<file path="src/rtl/ltc2308_emulator_pkg.sv">
// Shared definitions for the LTC2308 device-side emulator.
package ltc2308_emulator_pkg;

  localparam int CFG_BITS  = 6;
  localparam int DATA_BITS = 12;

  // {S/D, O/S, S1, S0, UNI, SLP}: single-ended, ch0, unipolar
  localparam logic [CFG_BITS-1:0] CFG_RESET = 6'b100010;

  typedef enum logic [1:0] {
    ST_IDLE    = 2'd0,
    ST_CONVERT = 2'd1,
    ST_DATA    = 2'd2
  } state_t;

  // PRBS31, x^31 + x^28 + 1
  localparam logic [30:0] PRBS_SEED   = 31'h34013FF7;
  localparam int          PRBS_TAP_HI = 30;
  localparam int          PRBS_TAP_LO = 27;

  // Advance a Fibonacci PRBS31 register by a constant number of steps.
  function automatic logic [30:0] prbs_advance(input logic [30:0] r,
                                               input int unsigned steps);
    logic [30:0] v;
    v = r;
    for (int unsigned i = 0; i < steps; i++) begin
      v = {v[29:0], v[PRBS_TAP_HI] ^ v[PRBS_TAP_LO]};
    end
    return v;
  endfunction

endpackage

</file>
<file path="src/rtl/ltc2308_emulator_sync_edge.sv">
// Two-flop synchronizer with rise/fall pulses for an asynchronous pin.
module sync_edge (
  input  logic clk,
  input  logic reset,
  input  logic din,
  output logic rise,
  output logic fall
);

  logic meta;
  logic sync;
  logic prev;

  // synchronizer chain plus one history register for edge detection
  always_ff @(posedge clk or posedge reset) begin
    if (reset) begin
      meta <= 1'b0;
      sync <= 1'b0;
      prev <= 1'b0;
    end else begin
      meta <= din;
      sync <= meta;
      prev <= sync;
    end
  end

  assign rise = sync & ~prev;
  assign fall = ~sync & prev;

endmodule

</file>
<file path="src/rtl/ltc2308_emulator.sv">
// LTC2308 responder: answers convst/sck/sdi with deterministic channel-tagged frames.
module ltc2308_emulator
  import ltc2308_emulator_pkg::*;
#(
  parameter int CONV_CYCLES = 256,
  parameter int DATA_MODE   = 0
) (
  input  logic        clk,
  input  logic        reset,
  input  logic        adc_convst,
  input  logic        adc_sck,
  input  logic        adc_sdi,
  output logic        adc_sdo,
  output logic [5:0]  cur_config,
  output logic [15:0] sample_count,
  output logic        protocol_err,
  input  logic        err_clear
);

  localparam logic [15:0] CONV_LOAD = 16'(CONV_CYCLES - 1);
  localparam logic [2:0]  CFG_FULL  = 3'(CFG_BITS);
  localparam logic [3:0]  OUT_LAST  = 4'(DATA_BITS - 1);
  localparam logic [3:0]  OUT_DONE  = 4'(DATA_BITS);

  logic convst_rise;
  logic sck_rise;
  logic sck_fall;
  logic unused_convst_fall;
  logic sdi_meta;
  logic sdi_sync;

  state_t state;
  state_t state_next;

  logic [15:0]          conv_cnt;
  logic [DATA_BITS-1:0] out_sh;
  logic [3:0]           out_cnt;
  logic [CFG_BITS-1:0]  cfg_sh;
  logic [2:0]           cfg_cnt;
  logic [8:0]           pat_cnt [8];
  logic [30:0]          prbs;

  logic                 load_conv;
  logic                 latch;
  logic                 commit;
  logic                 set_err;
  logic                 shift_out;
  logic                 shift_cfg;
  logic [2:0]           chan;
  logic [DATA_BITS-1:0] sample;

  sync_edge u_sync_convst (
    .clk   (clk),
    .reset (reset),
    .din   (adc_convst),
    .rise  (convst_rise),
    .fall  (unused_convst_fall)
  );

  sync_edge u_sync_sck (
    .clk   (clk),
    .reset (reset),
    .din   (adc_sck),
    .rise  (sck_rise),
    .fall  (sck_fall)
  );

  // sdi only needs its synchronized level, aligned with the sck sync depth
  always_ff @(posedge clk or posedge reset) begin
    if (reset) begin
      sdi_meta <= 1'b0;
      sdi_sync <= 1'b0;
    end else begin
      sdi_meta <= adc_sdi;
      sdi_sync <= sdi_meta;
    end
  end

  // O/S, S1, S0 follow the LTC2308 single-ended mux table, so the channel
  // number is {S1, S0, O/S} (e.g. O/S=1 alone selects ch1).
  assign chan   = {cur_config[3], cur_config[2], cur_config[4]};
  assign sample = (DATA_MODE == 1) ? prbs[30:19] : {chan, pat_cnt[chan]};

  // state register
  always_ff @(posedge clk or posedge reset) begin
    if (reset) state <= ST_IDLE;
    else       state <= state_next;
  end

  // next-state and per-cycle action strobes; convst always wins over sck
  always_comb begin
    state_next = state;
    load_conv  = 1'b0;
    latch      = 1'b0;
    commit     = 1'b0;
    set_err    = 1'b0;
    shift_out  = 1'b0;
    shift_cfg  = 1'b0;
    unique case (state)
      ST_IDLE: begin
        if (convst_rise) begin
          load_conv  = 1'b1;
          state_next = ST_CONVERT;
        end
      end
      ST_CONVERT: begin
        if (convst_rise) begin
          set_err   = 1'b1;
          load_conv = 1'b1;
        end else begin
          if (sck_rise || sck_fall) set_err = 1'b1;
          if (conv_cnt == '0) begin
            latch      = 1'b1;
            state_next = ST_DATA;
          end
        end
      end
      ST_DATA: begin
        if (convst_rise) begin
          load_conv  = 1'b1;
          state_next = ST_CONVERT;
          if (cfg_cnt == CFG_FULL) commit  = 1'b1;
          else                     set_err = 1'b1;
        end else begin
          shift_cfg = sck_rise && (cfg_cnt < CFG_FULL);
          shift_out = sck_fall;
        end
      end
      default: state_next = ST_IDLE;
    endcase
  end

  // conversion timer
  always_ff @(posedge clk or posedge reset) begin
    if (reset)                                        conv_cnt <= '0;
    else if (load_conv)                               conv_cnt <= CONV_LOAD;
    else if (state == ST_CONVERT && conv_cnt != '0)   conv_cnt <= conv_cnt - 16'd1;
  end

  // output shifter; sdo is held low once all data bits have gone out
  always_ff @(posedge clk or posedge reset) begin
    if (reset) begin
      out_sh  <= '0;
      out_cnt <= '0;
      adc_sdo <= 1'b0;
    end else if (latch) begin
      out_sh  <= sample;
      out_cnt <= '0;
      adc_sdo <= sample[DATA_BITS-1];
    end else if (load_conv) begin
      adc_sdo <= 1'b0;
    end else if (shift_out) begin
      out_sh  <= {out_sh[DATA_BITS-2:0], 1'b0};
      adc_sdo <= (out_cnt < OUT_LAST) ? out_sh[DATA_BITS-2] : 1'b0;
      if (out_cnt != OUT_DONE) out_cnt <= out_cnt + 4'd1;
    end
  end

  // configuration capture and commit
  always_ff @(posedge clk or posedge reset) begin
    if (reset) begin
      cfg_sh     <= '0;
      cfg_cnt    <= '0;
      cur_config <= CFG_RESET;
    end else begin
      if (commit) cur_config <= cfg_sh;
      if (latch) begin
        cfg_cnt <= '0;
      end else if (shift_cfg) begin
        cfg_sh  <= {cfg_sh[CFG_BITS-2:0], sdi_sync};
        cfg_cnt <= cfg_cnt + 3'd1;
      end
    end
  end

  // data pattern generators advance once per latched sample
  always_ff @(posedge clk or posedge reset) begin
    if (reset) begin
      for (int unsigned i = 0; i < 8; i++) pat_cnt[i] <= '0;
      prbs <= PRBS_SEED;
    end else if (latch) begin
      if (DATA_MODE == 1) prbs <= prbs_advance(prbs, DATA_BITS);
      else                pat_cnt[chan] <= pat_cnt[chan] + 9'd1;
    end
  end

  // completed-conversion counter
  always_ff @(posedge clk or posedge reset) begin
    if (reset)      sample_count <= '0;
    else if (latch) sample_count <= sample_count + 16'd1;
  end

  // sticky error flag; a new error beats a simultaneous clear
  always_ff @(posedge clk or posedge reset) begin
    if (reset)          protocol_err <= 1'b0;
    else if (set_err)   protocol_err <= 1'b1;
    else if (err_clear) protocol_err <= 1'b0;
  end

endmodule

</file>
<file path="config.mk">
export PLATFORM = sky130hd
export DESIGN_NAME = ltc2308_emulator
export DESIGN_NICKNAME = d
export VERILOG_FILES = /design/src/rtl/ltc2308_emulator_pkg.sv /design/src/rtl/ltc2308_emulator_sync_edge.sv /design/src/rtl/ltc2308_emulator.sv
export SDC_FILE = /design/constraint.sdc
export NUM_CORES = 1
export LEC_CHECK = 0
export CORE_MARGIN = 5
export CORE_UTILIZATION = 60
export CTS_BUF_LIST = sky130_fd_sc_hd__clkbuf_8
export DETAILED_ROUTE_END_ITERATION = 12
export HOLD_SLACK_MARGIN = 0.12
export PLACE_DENSITY = 0.75
export SYNTH_ARGS = -nofsm -noshare
export SYNTH_HDL_FRONTEND = slang
export SYNTH_SLANG_ARGS = --single-unit
</file>
<file path="constraint.sdc">
create_clock -name clk -period 5.75 [get_ports clk]
set_clock_uncertainty 0.05 [all_clocks]
set_input_delay 1.15 -clock clk [delete_from_list [all_inputs] [get_ports clk]]
set_output_delay 1.15 -clock clk [all_outputs]
set_load 0.01 [all_outputs]
</file>
# Word-level counts from Yosys, hierarchy flattened
# Index checks and enable logic that the tools add are counted.
[op_classes]
bitwise_logic = 8
mux = 44
n_reduce_logical = 19
magnitude_cmp = 4
n_eq_ne = 8
addsub = 5
[ops]
columns = ["operator", "n"]
rows = [
  ["bitwise mux 72 bit", 1],
  ["2-to-1 mux 11 bit", 3],
  ["2-to-1 mux 16 bit", 2],
  ["binary-select mux 9 bit (select 3 bit)", 1],
  ["demux 9 bit (select 3 bit)", 1],
  ["2-to-1 mux 9 bit", 3],
  ["2-to-1 mux 1 bit", 22],
  ["adder 16 x 1 -> 16 bit, second input constant", 1],
  ["logical NOT 16 bit", 1],
  ["2-to-1 mux 4 bit", 4],
  ["nonzero test 16 bit", 1],
  ["subtractor 16 x 1 -> 16 bit, second input constant", 1],
  ["nonzero test 2 bit", 5],
  ["adder 9 x 1 -> 9 bit, second input constant", 1],
  ["2-to-1 mux 2 bit", 3],
  ["2-to-1 mux 3 bit", 2],
  ["AND reduction 3 bit", 2],
  ["adder 4 x 1 -> 4 bit, second input constant", 1],
  [">= comparator 4 bit, second input constant", 1],
  ["less-than comparator 4 x 1 -> 1 bit, second input constant", 1],
  ["less-than comparator 4 bit, second input constant", 1],
  ["!= test 2 x 1 -> 1 bit, second input constant", 2],
  ["!= test 2 bit, second input constant", 2],
  ["!= test 4 bit, second input constant", 1],
  ["17 further kinds", 25],
]
[word_totals]
input_bits = 6
regBits = 146
out_inout_bits = 24

# Logic depth before layout (Yosys ltp)
[logic_depth]
ltp_word = 7
ltp_mapped = 10

# Modules after synthesis
# A second synthesis with hierarchy kept.
[unflattened]
cells_unflattened = 607
area_unflattened_um2 = 6744.0
[by_module_without_submodules]
columns = ["module", "n_inst", "cells_each", "area_each_um2", "seq_area_each_um2"]
rows = [
  ["ltc2308_emulator", 1, 595, 6556.3, 3505.9],
  ["sync_edge", 2, 6, 93.8, 75.1],
]

# Least setup slack after synthesis
# No wires, ideal clock.
[synth_timing]
kind = "reg-to-reg"
startpoint = "reg cur_config[4]"
endpoint = "reg pat_cnt[15] (netlist name)"
arrival_time_ns = 2.477
path_slack_ns = 3.084
required_time_ns = 5.561
setup_time_ns = 0.139
path_buffers = 3
stages_incl_launch_ff = 11
cell_sequence = "dfrtp_1 > buf_6 > buf_12 > mux4_1 > mux2_2 > clkbuf_1 > ha_1 > inv_1 > nor4_1 > xor2_1 > o21ai_0"
[synth_via]
elab_chain_cells = 6
word_cells_on_any_way = 11
cone_classes = "add/sub (1); order compare (2); mux (6); bitwise (1); reduce/logical (1)"
[synth_rtl]
columns = ["element", "line_no", "source"]
rows = [
  ["start: declaration", "ltc2308_emulator.sv:14", "output logic [5:0] cur_config,"],
  ["start signal: assignment", "ltc2308_emulator.sv:166", "if (commit) cur_config <= cfg_sh;"],
  ["inverter 3 -> 4 bit (implied by the code) *", "ltc2308_emulator.sv:183", "else pat_cnt[chan] <= pat_cnt[chan] + 9'd1;"],
  ["binary-select mux 9 bit (select 3 bit) (tied with other cells)", "ltc2308_emulator.sv:183", ""],
  ["2-to-1 mux 9 bit (implied by the code) / logical AND 1 bit (equally long branches)", "ltc2308_emulator.sv:183", ""],
  ["2-to-1 mux 9 bit (implied by the code)", "ltc2308_emulator.sv:183", ""],
  ["adder 9 x 1 -> 9 bit / demux 9 bit (select 3 bit) (equally long branches)", "ltc2308_emulator.sv:183", ""],
  ["bitwise mux 72 bit *", "ltc2308_emulator.sv:183", ""],
  ["end signal: indexed assignment", "ltc2308_emulator.sv:183", ""],
  ["end: declaration", "ltc2308_emulator.sv:40", "logic [8:0] pat_cnt [8];"],
]
# Mark *: on every way between the ends. The rest lies on a longest branch, timed or not. The select of a mux whose other input is x is not followed.
# A chain may end at the register's enable or synchronous reset.

# Final worst setup path
[layout_timing]
startpoint = "reg conv_cnt[0]"
endpoint = "reg pat_cnt[19] (netlist name)"
[layout_via]
elab_chain_cells = 4
[layout_rtl]
columns = ["element", "line_no", "source"]
rows = [
  ["start: declaration", "ltc2308_emulator.sv:35", "logic [15:0] conv_cnt;"],
  ["start signal: assignment", "ltc2308_emulator.sv:137", "else if (state == ST_CONVERT && conv_cnt != '0) conv_cnt <= conv_cnt - 16'd1;"],
  ["logical NOT 16 bit", "ltc2308_emulator.sv:112", "if (conv_cnt == '0) begin"],
  ["2-to-1 mux 1 bit", "ltc2308_emulator.sv:112", ""],
  ["2-to-1 mux 1 bit", "ltc2308_emulator.sv:107", "if (convst_rise) begin"],
  ["2-to-1 mux 1 bit", "ltc2308_emulator.sv:99", "unique case (state)"],
]
# No other way between the ends.

==> flow_summary.json <==
{
  "status": "finished clean",
  "combinationalPowerShare": 0.053,
  "syn_nets": 620,
  "swShare": 0.2212,
  "fin_crit_ns": 3.685,
  "fin_util": 0.6916,
  "cts_htree_levels": 4,
  "dp.cells": 746,
  "worstPathMaxFanout": 25,
  "power_frac_seq": 0.518,
  "rsz0062_at_grt": "false",
  "gp_congestion": 0.8559,
  "grt_use_total": 0.2163,
  "worstMarginPinSlew_ns": 0.9455,
  "synth_warnings": 0,
  "coreArea_um2": 10940,
  "final.setup.tns_ns": 0,
  "row_count": 38,
  "drtPass1Iterations": 5,
  "multi_input_area_um2": 2895,
  "grt_start_max_net_pins": 109,
  "hold_viol": 0,
  "port_buffers": 29,
  "min_path_type": "flip-flop to flip-flop",
  "fin_cells": 778,
  "synth-seq-cells": 146,
  "placedInstanceArea_um2": 7127,
  "cts_root_buffer": "clkbuf_8",
  "synthArstFlopShare": 1.000,
  "cp-startpoint": "conv_cnt[0]",
  "clk_latency_ns": 0.44,
  "yosysUniqueCellTypes": 53,
  "cts_hold_buf": 0,
  "viasPerCell": 5.738,
  "die_h_um": 116.2,
  "boundaryPins": 30,
  "cts.clk_slew.worst_paths_ns": 0.08,
  "tritoncts.num_buffers": 17,
  "power_density_nw_per_um2": 270.1,
  "p_leak_nw": 3.452,
  "cts.sinks": 146,
  "power.total_mw": 2.043,
  "cts_resized": 0,
  "seq_area_frac_synth": 0.5401,
  "hold_path_startpoint": "sdi_meta",
  "crit_type": "flip-flop to flip-flop",
  "startpoint_type": "flip-flop",
  "drc": 0,
  "antenna_found_initial": 0,
  "post_cts_buffers": 0,
  "slew_viol_final": 0,
  "synth_enable_flop_cells": 0,
  "start_util": 0.6190,
  "peakVddDrop_uv": 219.3,
  "diodes": 0,
  "cp-end-kind": "flip-flop",
  "synth_flop_cell": "dfrtp_1",
  "post_drt_wl_per_cell_um": 16.94,
  "grt_pass1_vias": 4550,
  "drt-initial-drc-count": 320,
  "tritoncts": "yes",
  "final_area_um2": 7564,
  "clkPwrFrac": 0.429,
  "wirelength_mm": 13.18,
  "nets": 645,
  "cpMaxStageDelayCell": "nand4b_1",
  "fmax_mhz": 271.4,
  "syn_area_per_cell_um2": 11.28,
  "r2r_start": "conv_cnt[0]",
  "cts_max_path_buffers": 2,
  "vias": 4464,
  "power.switching_uw": 451.8,
  "crit_required_ns": 6.03,
  "die_x_um": 116.2,
  "syn_inst": 600,
  "ant_nets": 0,
  "crit_chain": "inv_1 > ha_1 > or3b_2 > nor4_2 > and4_1 > buf_4 > nand4b_1 > mux2_2",
  "critical_path_arrival_ns": 3.96,
  "cap_violations": 0,
  "die_area_um2": 13510,
  "slowest_delay_ns": 0.60,
  "intPower_mw": 1.591,
  "cp_top_family": "simple AND/OR/NAND/NOR gates",
  "path_buf_inv": 2,
  "min_period_over_period": 0.6409,
  "syn_area_um2": 6769,
  "grt_overflow_total": 0,
  "place_hpwl_mm": 8.930,
  "nFillCells": 816,
  "drive_above_1_share": 0.1301,
  "finalSetupViolations": 0,
  "seq_area_um2": 3656,
  "grt_pass1_wl_mm": 22.60,
  "slew_headroom": 0.3697,
  "area_delta_synth_final_pct": 11.74
}
registers in the layout, indices dropped and copies added, names as in the netlist, 2 cells and up:
register,flops
cur_config,6
out_sh,11
cfg_cnt,3
out_cnt,4
state,2
cfg_sh,6
sample_count,16
conv_cnt,16
pat_cnt,72
logic make-up after synthesis:
group,synth area share
AOI/OAI and AO/OA,0.07264
muxes,0.1342
adders and majority gates,0.02588
xor gates and xnor gates,0.05287
buffers and inverters,0.03216
DFF,0.5401
and+or+nand+nor,0.1421
cell usage in the layout (no fill, tap or decap), types with 5 or more instances in the layout:
cell             netlist  final
o21ai_1                9      9
xnor2_1               21     21
a21oi_1               11     11
mux2_2                31     31
dfrtp_1              144    144
bufinv_16              0      5
nand3_1               10     10
mux2i_1               14     14
ha_1                  14     14
o21ai_0               60     60
clkdlybuf4s50_1        0     29
nor3_1                 9      9
xor2_1                18     18
or3_1                  7      7
clkbuf_8               0     17
inv_1                 20     24
nand2_1               91     91
nor2_1                43     43
nand2b_1               6      6
mux4_1                12     12
routing by layer:
| layer | track usage | vias up | routed length, µm |
|---|---|---|---|
| met4 | 0.06110 | 0 | 197 |
| met5 | 0 | - | 0 |
| li1 | - | 2124 | - |
| met3 | 0.05959 | 18 | 659 |
| met2 | 0.3656 | 95 | 6675 |
| met1 | 0.2764 | 2227 | 5648 |
final timing paths:
check                           cells past startpoint         endpoint  slack [ns]
worst min register to register                      0         sdi_sync        0.30
max in group asynchronous                           3          adc_sdo        3.30
min in group asynchronous                           2  u_sync_sck.meta        1.25
worst max register to register                      8      pat_cnt[19]        2.06
worst max-delay path                                8      pat_cnt[19]        2.06
worst min-delay path                                0         sdi_sync        0.30
area by class of cell:
class                      instances  area share
sequential                       146      0.4834
inverter                          20     0.01059
clock inverter                    15     0.02680
timing repair buffer              33     0.04235
tap                              140     0.02316
clock buffer                      17     0.03093
multi-input combinational        407      0.3828
power groups by stage:
stage / logic [mW] / clock network [mW] / registers [mW]
floorplan: 0.0783 / 0 / 1.08
global placement: 0.104 / 0 / 1.08
detailed placement: 0.110 / 0 / 1.08
CTS: 0.110 / 0.894 / 1.06
global route: 0.127 / 0.938 / 1.06
finish: 0.108 / 0.876 / 1.06
cell usage after synthesis, drive strengths merged (9+ instances only):
master / instances / area (µm²)
a21oi: 11 / 55.05
buf: 17 / 105.1
clkbuf: 10 / 37.54
dfrtp: 144 / 3603
ha: 14 / 175.2
inv: 20 / 75.07
mux2: 31 / 349.1
mux2i: 15 / 153.9
mux4: 16 / 405.4
nand2: 91 / 341.6
nand3: 10 / 50.05
nor2: 43 / 161.4
nor3: 9 / 45.04
o21ai: 69 / 345.3
xnor2: 21 / 183.9
xor2: 19 / 173.9
metrics by stage:
stage | setup slack (ns) | hold slack [ns]
after CTS | 2.095 | 0.3059
after global routing | 1.768 | 0.3199
after detailed placement | 2.093 | 0.2862
final | 2.065 | 0.3021
after floorplan | 0.6303 | 0.2812
after global placement | 2.218 | 0.2833
Power figures use the tool's default switching activity.
==> edit: new RTL, config.mk and constraints unchanged <==
Register the output `sample_count` once more, cleared by the reset; this adds one clock of latency there. The other outputs are not delayed to match.
--- a/src/rtl/ltc2308_emulator.sv
+++ b/src/rtl/ltc2308_emulator.sv
@@ -24,2 +24,4 @@
 
+  logic [15:0] sample_count_s0;
+
   logic convst_rise;
@@ -188,4 +190,4 @@
   always_ff @(posedge clk or posedge reset) begin
-    if (reset)      sample_count <= '0;
-    else if (latch) sample_count <= sample_count + 16'd1;
+    if (reset)      sample_count_s0 <= '0;
+    else if (latch) sample_count_s0 <= sample_count_s0 + 16'd1;
   end
@@ -199,2 +201,10 @@
 
+  always_ff @(posedge clk or posedge reset) begin
+    if (reset) begin
+      sample_count <= '0;
+    end else begin
+      sample_count <= sample_count_s0;
+    end
+  end
+
 endmodule
Behaviour: no difference found for any inputs over 10 cycles, from zero or initial values and one cycle with reset high; that may be too few to reach the edited logic, so the function may still have changed.
==> edit against the unedited design <==
Power is 6.2% higher. Clock power is 0.8% lower. Area after synthesis is 5.7% higher. Worst hold slack worse by 0.0050 ns. First-iteration DRC count is 53% higher. Cell area is 5.1% higher. Critical path depth is 6 lower. Wire length is 6.8% higher. Cell count is 4.0% higher. Global-route usage is 0.50 points lower. Sequential cell count is 16 higher. Setup slack better by 0.18 ns.
==> edit: results (changes against the unedited design) <==
- Status: finished clean
- Top post-synthesis cells by count: 160 x dfrtp_1, 102 x nand2_1, 62 x o21ai_0
- Reg2reg end: pat_cnt[24]
- Post-CTS Resized: 0 (unchanged)
- R2r startpoint: cur_config[4]
- Peak VDD IR: 0.2112 mV (-3.7%)
- P_int: 1669 uW (+4.9%)
- Hold slack: 0.2970 ns (-0.005044 ns)
- Drt first pass iters: 5 (unchanged)
- Leakage Power: 0.003606 uW (+4.5%)
- XOR/XNOR Fraction of Synth Area: 5.108% (-0.18 points)
- Synth cell types: 47 (-11%)
- N_diodes: 0 (unchanged)
- Yosys warnings: 0 (unchanged)
- DR WL met2: 7.119 mm (+6.7%)
- Fin nets: 673 (+4.3%)
- Worst slew margin: 40.39% (+3.4 points)
- Met3 WL: 680 um (+3.2%)
- Compound-Gate Fraction of Synth Area: 7.085% (-0.18 points)
- Routed wire length: 14.08 mm (+6.8%)
- Most flops, register: pat_cnt
- Clk_lat worst skew: 0.46 ns (+0.02 ns)
- Syn_nets: 647 (+4.4%)
- Top cells by area, synth: dfrtp_1 56%, nand2_1 5.4%, mux2_2 4.7%
- Register area share after synthesis: 56.72% (+2.7 points)
- Max reg flops: 72 (unchanged)
- Critical path's slowest cell: dfrtp_1
- Share of cells above drive strength 1: 12.76% (-0.25 points)
- Pin count of the biggest net entering global routing: 59 (-46%)
- Hold endpoint: u_sync_convst.sync
- GP Congestion: 0.8140 (-4.9%)
- Max FO, Critical Path: 17 (-32%)
- First DRT Iteration DRCs: 489 (+53%)
- M1 GR Usage: 27.91% (+0.27 points)
- Total GRT Usage: 21.14% (-0.50 points)
- CP endpoint: cur_config[4]
- H-tree levels: 4 (unchanged)
- Dpl ws: 2.379 ns (+0.2864 ns)
- Vias: 4714 (+5.6%)
- Post-Synth Adder-Cell Area: 2.449% (-0.14 points)
- Worst Reg-to-Reg Cells: 7 (-1)
- FILL cells: 865 (+6.0%)
- DP Area: 7525 um2 (+5.6%)
- Met3 Usage GRT: 5.592% (-0.37 points)
- HPWL Detailed: 9.621 mm (+7.7%)
- Avg Cell Area, Syn: 11.41 um2 (+1.1%)
- Worst Min Path Start: u_sync_convst.meta
- Routed met1 length: 6.062 mm (+7.3%)
- Top sig layer: met4
- CTS max path bufs: 2 (unchanged)
- Slowest stage delay, CP: 0.94 ns (+0.34 ns)
- Post-route setup slack: 2.243 ns (+0.1785 ns)
- Worst endpoint data arrival time: 2.31 ns (-1.65 ns)
- Wire per inst: 17.40 um (+2.7%)
- Post-synthesis mux area share: 11.86% (-1.6 points)
- First-pass GRT wire length: 23.55 mm (+4.2%)
- Root Buffer: clkbuf_8
- Met2 Use GR: 34.02% (-2.5 points)
- Placed insts: 777 (+4.2%)
-- edit: cell count changes in the layout (fill, tap and decap cells not counted), sizes merged, moves of 7 or more --
cell	change
nand3	+7
nand4	+8
inv	-9
dfrtp	+16
nand2	+11
-- edit: power by group through the flow --
| stage | Sequential, uW | Combinational [uW] | Clock [uW] |
|---|---|---|---|
| floorplan | 1190 | 92.4 | 0 |
| global placement | 1190 | 122 | 0 |
| detailed placement | 1200 | 129 | 0 |
| CTS | 1170 | 129 | 883 |
| global route | 1170 | 148 | 937 |
| finish | 1170 | 128 | 869 |
-- edit: cell type report --
cell class | instances | area (um2) | area share (%)
clock buffer | 21 | 289.0 | 3.636
clock inverter | 11 | 136.4 | 1.715
inverter | 14 | 57.56 | 0.7240
multi-input combinational | 424 | 2904 | 36.53
sequential | 162 | 4056 | 51.02
tap | 143 | 178.9 | 2.251
timing repair buffer | 34 | 327.8 | 4.123
-- edit: worst max-delay path: cells and delay by family, from the launching register on --
family	cells	cell delay, ns
buf+inv	2	0.91
flops	1	0.94
